==> config.mk <==
export PLATFORM = sky130hd
export DESIGN_NAME = spi_fifo_ctrl
export DESIGN_NICKNAME = d
export VERILOG_FILES = /design/src/rtl/spi_fifo_ctrl.sv
export SDC_FILE = /design/constraint.sdc
export NUM_CORES = 1
export LEC_CHECK = 0
export CAP_MARGIN = 20
export CORE_ASPECT_RATIO = 1.1
export CORE_MARGIN = 1.5
export CORE_UTILIZATION = 30
export CTS_CLUSTER_SIZE = 25
export DETAILED_ROUTE_END_ITERATION = 8
export PLACE_DENSITY = 0.55
export SETUP_SLACK_MARGIN = 0.15
export SLEW_MARGIN = 20
export SYNTH_ARGS = -nofsm -noshare
export SYNTH_HDL_FRONTEND = slang
export SYNTH_SLANG_ARGS = --single-unit
==> constraint.sdc <==
create_clock -name clk -period 10.2 [get_ports clk]
set_input_delay 2.04 -clock clk [delete_from_list [all_inputs] [get_ports clk]]
set_output_delay 2.04 -clock clk [all_outputs]
set_load 0.005 [all_outputs]
==> src/rtl/spi_fifo_ctrl.sv <==
// SPI front end: TX and RX word FIFOs around a single-transfer launch FSM.
// Control words (chip select, engine mode) are deferred to the next idle cycle.
module spi_fifo_ctrl #(
  parameter int DEPTH   = 8,
  parameter int CS_BITS = 3
) (
  input  logic               clk,
  input  logic               rst,
  input  logic               wr_data_en,
  input  logic [31:0]        wr_data,
  input  logic               rd_data_en,
  output logic [31:0]        rd_data,
  input  logic               wr_ctrl_en,
  input  logic [31:0]        wr_ctrl,
  output logic [31:0]        status,
  output logic               spi_start,
  output logic               spi_fast,
  output logic               spi_wordsize,
  output logic [31:0]        spi_dataTx,
  input  logic [31:0]        spi_dataRx,
  input  logic               spi_rdy,
  output logic [CS_BITS-1:0] cs_n
);

  localparam int DATA_W = 32;
  localparam int AW     = $clog2(DEPTH);
  localparam int CW     = AW + 1;

  localparam logic [1:0] S_IDLE   = 2'd0;
  localparam logic [1:0] S_LAUNCH = 2'd1;
  localparam logic [1:0] S_XFER   = 2'd2;

  logic [DATA_W-1:0] tx_mem [DEPTH];
  logic [DATA_W-1:0] rx_mem [DEPTH];
  logic [AW-1:0]     tx_wp, tx_rp, rx_wp, rx_rp;
  logic [CW-1:0]     tx_cnt, rx_cnt;
  logic              tx_full, tx_empty, rx_full, rx_empty;
  logic              tx_ovf;

  logic [1:0]        state;
  logic              discard;
  logic              pend;
  logic [3:0]        pend_cs;
  logic              pend_fast, pend_ws;

  logic              flush, launch, apply, rx_done;
  logic              tx_push, tx_drop, rx_push, rx_pop;
  logic              busy;
  logic              unused_ctrl_bits;

  function automatic logic [CS_BITS-1:0] decode_cs(input logic [3:0] sel);
    logic [CS_BITS-1:0] r;
    r = '1;
    for (int i = 0; i < CS_BITS; i++) begin
      if (sel == 4'(i + 1)) r[i] = 1'b0;
    end
    return r;
  endfunction

  assign tx_full  = (tx_cnt == CW'(DEPTH));
  assign tx_empty = (tx_cnt == '0);
  assign rx_full  = (rx_cnt == CW'(DEPTH));
  assign rx_empty = (rx_cnt == '0);

  assign flush   = wr_ctrl_en & wr_ctrl[31];
  assign launch  = (state == S_IDLE) & ~pend & ~tx_empty & ~rx_full;
  assign apply   = (state == S_IDLE) & pend;
  assign rx_done = (state == S_XFER) & spi_rdy;

  // A push into a full FIFO is still accepted when the head leaves on the same edge.
  assign tx_push = wr_data_en & (~tx_full | launch);
  assign tx_drop = wr_data_en & ~tx_push;
  assign rx_push = rx_done & ~discard;
  assign rx_pop  = rd_data_en & ~rx_empty;

  assign busy    = (state != S_IDLE) | ~tx_empty | pend;
  assign rd_data = rx_empty ? '0 : rx_mem[rx_rp];
  assign status  = {12'd0, tx_ovf, busy, rx_empty, tx_full, 8'(rx_cnt), 8'(tx_cnt)};

  assign unused_ctrl_bits = ^{wr_ctrl[30:10], wr_ctrl[7:4]};

  always_ff @(posedge clk) begin
    if (tx_push) tx_mem[tx_wp] <= wr_data;
    if (rx_push) rx_mem[rx_wp] <= spi_dataRx;
  end

  always_ff @(posedge clk or posedge rst) begin
    if (rst) begin
      tx_wp  <= '0;
      tx_rp  <= '0;
      tx_cnt <= '0;
      tx_ovf <= 1'b0;
    end else if (flush) begin
      tx_wp  <= '0;
      tx_rp  <= '0;
      tx_cnt <= '0;
      tx_ovf <= 1'b0;
    end else begin
      if (tx_push) tx_wp <= tx_wp + AW'(1);
      if (launch)  tx_rp <= tx_rp + AW'(1);
      if (tx_push && !launch)      tx_cnt <= tx_cnt + CW'(1);
      else if (!tx_push && launch) tx_cnt <= tx_cnt - CW'(1);
      if (tx_drop) tx_ovf <= 1'b1;
    end
  end

  always_ff @(posedge clk or posedge rst) begin
    if (rst) begin
      rx_wp  <= '0;
      rx_rp  <= '0;
      rx_cnt <= '0;
    end else if (flush) begin
      rx_wp  <= '0;
      rx_rp  <= '0;
      rx_cnt <= '0;
    end else begin
      if (rx_push) rx_wp <= rx_wp + AW'(1);
      if (rx_pop)  rx_rp <= rx_rp + AW'(1);
      if (rx_push && !rx_pop)      rx_cnt <= rx_cnt + CW'(1);
      else if (!rx_push && rx_pop) rx_cnt <= rx_cnt - CW'(1);
    end
  end

  always_ff @(posedge clk or posedge rst) begin
    if (rst) begin
      state      <= S_IDLE;
      spi_start  <= 1'b0;
      spi_dataTx <= '0;
      discard    <= 1'b0;
    end else begin
      spi_start <= launch;
      case (state)
        S_IDLE: begin
          if (launch) begin
            spi_dataTx <= tx_mem[tx_rp];
            state      <= S_LAUNCH;
          end
        end
        S_LAUNCH: if (!spi_rdy) state <= S_XFER;
        S_XFER:   if (spi_rdy)  state <= S_IDLE;
        default:  state <= S_IDLE;
      endcase
      if (rx_done) discard <= 1'b0;
      // A flush only orphans a transfer that is still running after this edge.
      if (flush && (launch || state == S_LAUNCH || (state == S_XFER && !spi_rdy)))
        discard <= 1'b1;
    end
  end

  always_ff @(posedge clk) begin
    if (wr_ctrl_en) begin
      pend_cs   <= wr_ctrl[3:0];
      pend_fast <= wr_ctrl[8];
      pend_ws   <= wr_ctrl[9];
    end
  end

  always_ff @(posedge clk or posedge rst) begin
    if (rst) begin
      pend         <= 1'b0;
      spi_fast     <= 1'b0;
      spi_wordsize <= 1'b0;
      cs_n         <= '1;
    end else begin
      if (apply) begin
        spi_fast     <= pend_fast;
        spi_wordsize <= pend_ws;
        cs_n         <= decode_cs(pend_cs);
        pend         <= 1'b0;
      end
      if (wr_ctrl_en) pend <= 1'b1;
    end
  end

endmodule
==> impl_metrics.toml, run 1 <==
[status]
status = "completed"

[synthesis]
synth.avg_cell_area_sq_um = 20.5
synth_flop_cell = "edfxtp_1"
synth.distinct_cells = 51
yosys.area.top_type_share_pct = 69.0
ys_ff_latch = 581
syn_area_sq_um = 22500
ys_seq_area_share_pct = 76.0
synth_top_family_by_area = "multiplexers"
synthCells = 1102
synth_compound_area_share_pct = 1.72
synthMuxAreaShare_pct = 16.0
synth-simple-area-share_pct = 3.07
yosysWarnings = 0
yosys-top-cells-area = "edfxtp_1, mux4_2, dfrtp_1, mux2i_1, nor2_1"
synthAdderAreaFrac_pct = 0.622
yosysTopAreaCell = "edfxtp_1"
synth-xor-area-share_pct = 0.427
synth_edf_count = 518
async_flop_share_pct = 10.8

[floorplan]
io_pins = 204
die_area_sq_um = 76800
design.core.area_sq_um = 74500
chipHeight_um = 290
start_util_pct = 30.3
die_w_um = 264
rows = 105

[power_and_ir_drop]
p_leak_nw = 8.72
vdd_ir_drop_max_v = 0.000147
power.density_nw_per_um2 = 255
finalPower_mw = 6.96

[grt]
groute.usage.overall_pct = 12.6
grt_start_max_net_pins = 67
grt_pass1_vias = 11440
grt-ovfl-total = 0
antenna_found_initial = 4
grt_pass1_wl_um = 72600

[cells_and_area]
layoutNonFillerInstCount = 2303
syn_to_final_growth_pct = 20.9
final_cell_area_sq_um = 27200
layout-drive-gt1-share_pct = 21.1
nNetsFinal = 1403
layout_common_cells = "edfxtp_1, clkdlybuf4s50_1, mux4_2, mux2i_1, clkbuf_16"
layout_commonest_cell = "edfxtp_1"

[clock_network]
postCtsSetupBuffers = 0
htree_levels = 2
cts_sinks = 581
cts_hold_buf = 0
clockBufferDepth = 3
cts_tree = "yes"
clock-root-buffer = "clkbuf_16"
path_clk_slew_ns = 0.06
cts-resized-gates = 0
clk_latency_ns = 0.61
numCtsBuffers = 61

[placed_design]
io_buffers = 158
dpl_cell_area_sq_um = 25300
dp_hpwl_um = 25800
gp_congestion = 0.690
post-place-ws_ns = 5.02
placed_cells = 2191

[setup_path]
timing.rr.end = "tx_mem[1][30]"
critPathBufInv = 2
r2r_cells = 5
r2r_slack_ns = 7.40
cp_top_family = "buffers and inverters"
startpoint_type = "register"
arrival_ns = 3.65
cp_slowest_cell = "dfrtp_4"
end_kind = "output pin"
slowest_delay_ns = 0.80
r2r-start = "state[0]"
path_class = "reg2out"
required_ns = 8.16
cp_cell_sequence = "buf_4 > mux4_2 > mux2i_1 > nor2_1 > clkdlybuf4s50_1"
cp_max_fo = 40

[timing]
rsz0062_at_grt = "false"
fin_crit_sh_pct = 55.8
max_slew_margin_pct = 30.4
setup-violations-final = 0
tns_ns = 0
hold_violations = 0
tightest_slew_ns = 1.04
max_freq_mhz = 176
setup_ws_ns = 4.51
fin_crit_ns = 5.69
final.setup_skew_ns = 0.0132
drv_slew = 0

[drt]
drc = 0
routed_wl_um = 48300
avgViaCountPerCell = 4.67
wl_per_cell_um = 21.0
drt.antenna.violating_nets = 0
vias = 10762
drt_first_pass_iters = 5
drt_iter0_drc = 617

[worst_hold_path]
min_delay_path_depth = 1
hold_path.class = "reg2reg"
worstHoldStart = "pend_fast"
whs_endpoint = "spi_fast"

[flow_run]
maxCapViolCount = 0
state kept, by name, indices dropped and copies added (netlist names):
register / flops
cs_n: 3
discard: 1
pend: 1
pend_cs: 4
pend_fast: 1
pend_ws: 1
rx_cnt: 4
rx_mem: 256
rx_rp: 3
rx_wp: 3
spi_dataTx: 32
spi_fast: 1
spi_start: 1
spi_wordsize: 1
state: 2
tx_cnt: 4
tx_mem: 256
tx_ovf: 1
tx_rp: 3
tx_wp: 3
cells in the mapped netlist (2+ instances only):
master and count:
or4_1 2, xor2_1 4, nor2_1 61, o22a_1 3, nand3_1 4, buf_1 7, nor4_1 4, nand4_1 3
o21ai_0 34, or3_4 2, mux4_2 128, nor3_1 3, fa_1 2, buf_2 16, mux2i_1 71, and2_1 2
nand2_1 48, edfxtp_1 518, a211oi_1 4, mux2_2 2, a21oi_1 9, nor3_2 2, dfrtp_1 60, clkbuf_1 25
xnor2_1 7, nand2b_1 9, dfstp_2 3, a22oi_1 2, ha_1 8, buf_4 28, inv_1 11
power breakdown:
part | switching (mW) | internal (mW)
Combinational | 0.825 | 0.938
Clock | 0.903 | 1.26
Sequential | 0.183 | 2.84
stage by stage:
| stage | utilization, % | hold slack (ns) |
|---|---|---|
| global placement | 34.0 | 0.456 |
| floorplan | - | 0.454 |
| CTS | 36.6 | 0.483 |
| finish | 36.6 | 0.477 |
| global route | 36.6 | 0.499 |
| detailed placement | 34.0 | 0.469 |
kinds of logic (layout without fill, tap and decap cells):
kind of cell | count (synthesis) | after routing
fa+ha+maj | 10 | 10
mux | 201 | 201
simple gates | 147 | 147
xor+xnor | 11 | 11
compound gates | 62 | 62
buf+inv | 89 | 307
other cells | 1 | 21
flops | 581 | 581
worst max-delay path by stage:
stage / from / end / slack (ns) / cells after the start
after CTS: rx_rp[0] / rd_data[29] / 4.33 / 5
final: rx_rp[0] / rd_data[29] / 4.51 / 5
after detailed placement: rx_rp[0] / rd_data[29] / 5.02 / 5
after floorplan: spi_rdy / rx_mem[0][0] / 4.80 / 4
after global routing: rx_rp[0] / rd_data[29] / 4.23 / 5
after global placement: rx_rp[0] / rd_data[29] / 5.02 / 5
worst reg2reg max path, stage by stage, from the launching register on:
cell     delay [ns]
dfrtp_1        0.49
or3_4          0.45
o31ai_1        0.32
nand3_1        0.38
nor3_2         0.23
buf_4          0.52
metal layers:
layer | vias up | global-route usage (%) | routed length, um
met5 | - | 0 | 42
met4 | 6 | 3.46 | 901
met3 | 69 | 2.91 | 2640
met2 | 258 | 22.2 | 24700
met1 | 5665 | 15.4 | 20100
li1 | 4764 | - | -
final cells by class:
cell class | instances | area, sq um
Clock inverter | 36 | 347
Sequential cell | 581 | 17100
Fill cell | 6871 | 47200
Multi-Input combinational cell | 451 | 5120
Timing Repair Buffer | 184 | 1780
Antenna cell | 1 | 2.50
Clock buffer | 75 | 1600
Inverter | 12 | 46.3
Tap cell | 963 | 1200
Note: power is estimated with default switching activity, not from simulation.
==> run 2, diff against run 1 <==
Settings changed: PLACE_DENSITY 0.55 to 0.57.
Clock period 10.2 ns to 4.8 ns, I/O delays scaled along.
==> run 2 against run 1 <==
  * Critical path depth unchanged
  * Largest power group unchanged
  * Sequential cell count unchanged
  * Cell area up 0.65%
==> impl_metrics.toml, run 2 (synthesis results as in run 1) <==
[setup_path]
arrival_ns = 3.04
required_ns = 3.84
critPathBufInv = 2
end_kind = "output pin"
cp_max_fo = 22
cp_slowest_cell = "dfrtp_4"
path_class = "reg2out"
startpoint_type = "register"
cp_cell_sequence = "buf_4 > mux4_2 > mux2i_1 > nor2_1 > clkdlybuf4s50_1"
slowest_delay_ns = 0.73
cp_top_family = "buffers and inverters"

[power_and_ir_drop]
power.density_nw_per_um2 = 541
p_leak_nw = 8.79
vdd_ir_drop_max_v = 0.000303
internal_power_mw = 10.7
switching_power_mw = 4.12
p_comb_share_pct = 25.0
switching_share_pct = 27.7
power_frac_seq_pct = 44.1
p_clk_share_pct = 30.8

[timing]
fin_crit_ns = 4.00
final.setup_skew_ns = 0.0319
drv_slew = 0
tns_ns = 0
setup-violations-final = 0
tightest_slew_ns = 1.08
holdWs_ns = 0.481
setup_ws_ns = 0.799
max_slew_margin_pct = 27.9
rsz0062_at_grt = "false"
max_freq_mhz = 250
hold_violations = 0
fin_crit_sh_pct = 83.4

[clock_network]
cts_sinks = 581
path_clk_slew_ns = 0.06
cts_tree = "yes"
clock-root-buffer = "clkbuf_16"
cts_hold_buf = 0
clockBufferDepth = 3
postCtsSetupBuffers = 0
htree_levels = 2
clk_latency_ns = 0.63
numCtsBuffers = 61
cts-resized-gates = 0

[cells_and_area]
diodes = 0
layout-drive-gt1-share_pct = 21.5
regArea_sq_um = 17200
syn_to_final_growth_pct = 21.7
layout_common_cells = "edfxtp_1, clkdlybuf4s50_1, mux4_2, mux2i_1, clkbuf_16"
layoutNonFillerInstCount = 2314
multi_input_area_sq_um = 5120
nNetsFinal = 1411
reg_top3 = "rx_mem x256, tx_mem x256, spi_dataTx x32"
layout_commonest_cell = "edfxtp_1"
fillCellCount = 6844

[grt]
grt-ovfl-total = 0
grt_start_max_net_pins = 67
groute.usage.overall_pct = 12.8
grt_pass1_vias = 11665
antenna_found_initial = 2
grt_pass1_wl_um = 73700

[placed_design]
gp_congestion = 0.694
io_buffers = 158
placed_cells = 2198
dp_hpwl_um = 28300
post-place-ws_ns = 1.21

[floorplan]
io_pins = 204
chipHeight_um = 290
start_util_pct = 30.3
die_w_um = 264
die_area_sq_um = 76800
design.core.area_sq_um = 74500
rows = 105

[drt]
drt_iter0_drc = 749
wl_per_cell_um = 21.2
drt.antenna.violating_nets = 0
routed_wl_um = 49000
drc = 0
avgViaCountPerCell = 4.64
vias = 10728
drt_first_pass_iters = 5

[flow_run]
maxCapViolCount = 0

[worst_hold_path]
hold_path.class = "reg2reg"

[status]
status = "completed"
[run 2: cell types whose count changed in the layout (fill, tap and decap cells not counted), sizes merged]
cell,before,now
buf,26,34
bufinv,6,4
clkbuf,75,84
clkinv,25,22
clkinvlp,1,2
diode,1,0
inv,16,15
[run 2: layout make-up]
class	count	area share [%]
Clock inverter	31	1.04
Timing Repair Buffer	192	7.11
Clock buffer	84	6.06
Multi-Input combinational cell	451	18.7
Inverter	12	0.173
Sequential cell	581	62.5
Tap cell	963	4.39
[run 2: final timing paths]
| path | startpoint | endpoint | slack [ns] | depth (start not counted) |
|---|---|---|---|---|
| setup / recovery | rx_rp[0] | rd_data[23] | 0.80 | 5 |
| max in group asynchronous | rst | spi_dataTx[18] | 3.18 | 3 |
| setup reg to reg | tx_cnt[1] | tx_cnt[3] | 2.00 | 8 |
| hold / removal | pend_ws | spi_wordsize | 0.48 | 1 |
| min in group asynchronous | rst | spi_dataTx[9] | 0.78 | 2 |
| hold reg to reg | pend_ws | spi_wordsize | 0.48 | 1 |
[run 2: per-layer routing]
layer,track usage [%],vias to the layer above,part of all wire [%]
li1,-,4791,-
met1,15.3,5641,41
met2,23.2,211,53
met3,2.47,81,3.9
met4,3.36,4,2.2
met5,0,-,0.049
[run 2: worst reg2reg max path: stages, from the launching register on]
cell and delay, ns:
dfrtp_1 0.48, or4_1 0.65, a31oi_2 0.30, nand2_1 0.14
ha_1 0.35, a21oi_1 0.20, a211oi_1 0.10, a22oi_1 0.28
mux2i_1 0.21
[run 2: power groups by stage]
stage	combinational (mW)	clock, mW	sequential, mW
3_3_place_gp	3.75	0	6.65
6_report	3.71	4.58	6.55
5_1_grt	4.06	4.90	6.64
3_5_place_dp	3.79	0	6.68
2_1_floorplan	2.39	0	6.35
4_1_cts	3.80	4.73	6.58
[run 2: through the flow]
stage / total power, mW / instance area, sq um / utilization [%]
global route: 15.6 / 27400 / 36.8
finish: 14.8 / 27400 / 36.8
global placement: 10.4 / 25500 / 34.2
detailed placement: 10.5 / 25500 / 34.2
CTS: 15.1 / 27400 / 36.8
floorplan: 8.74 / 22600 / -
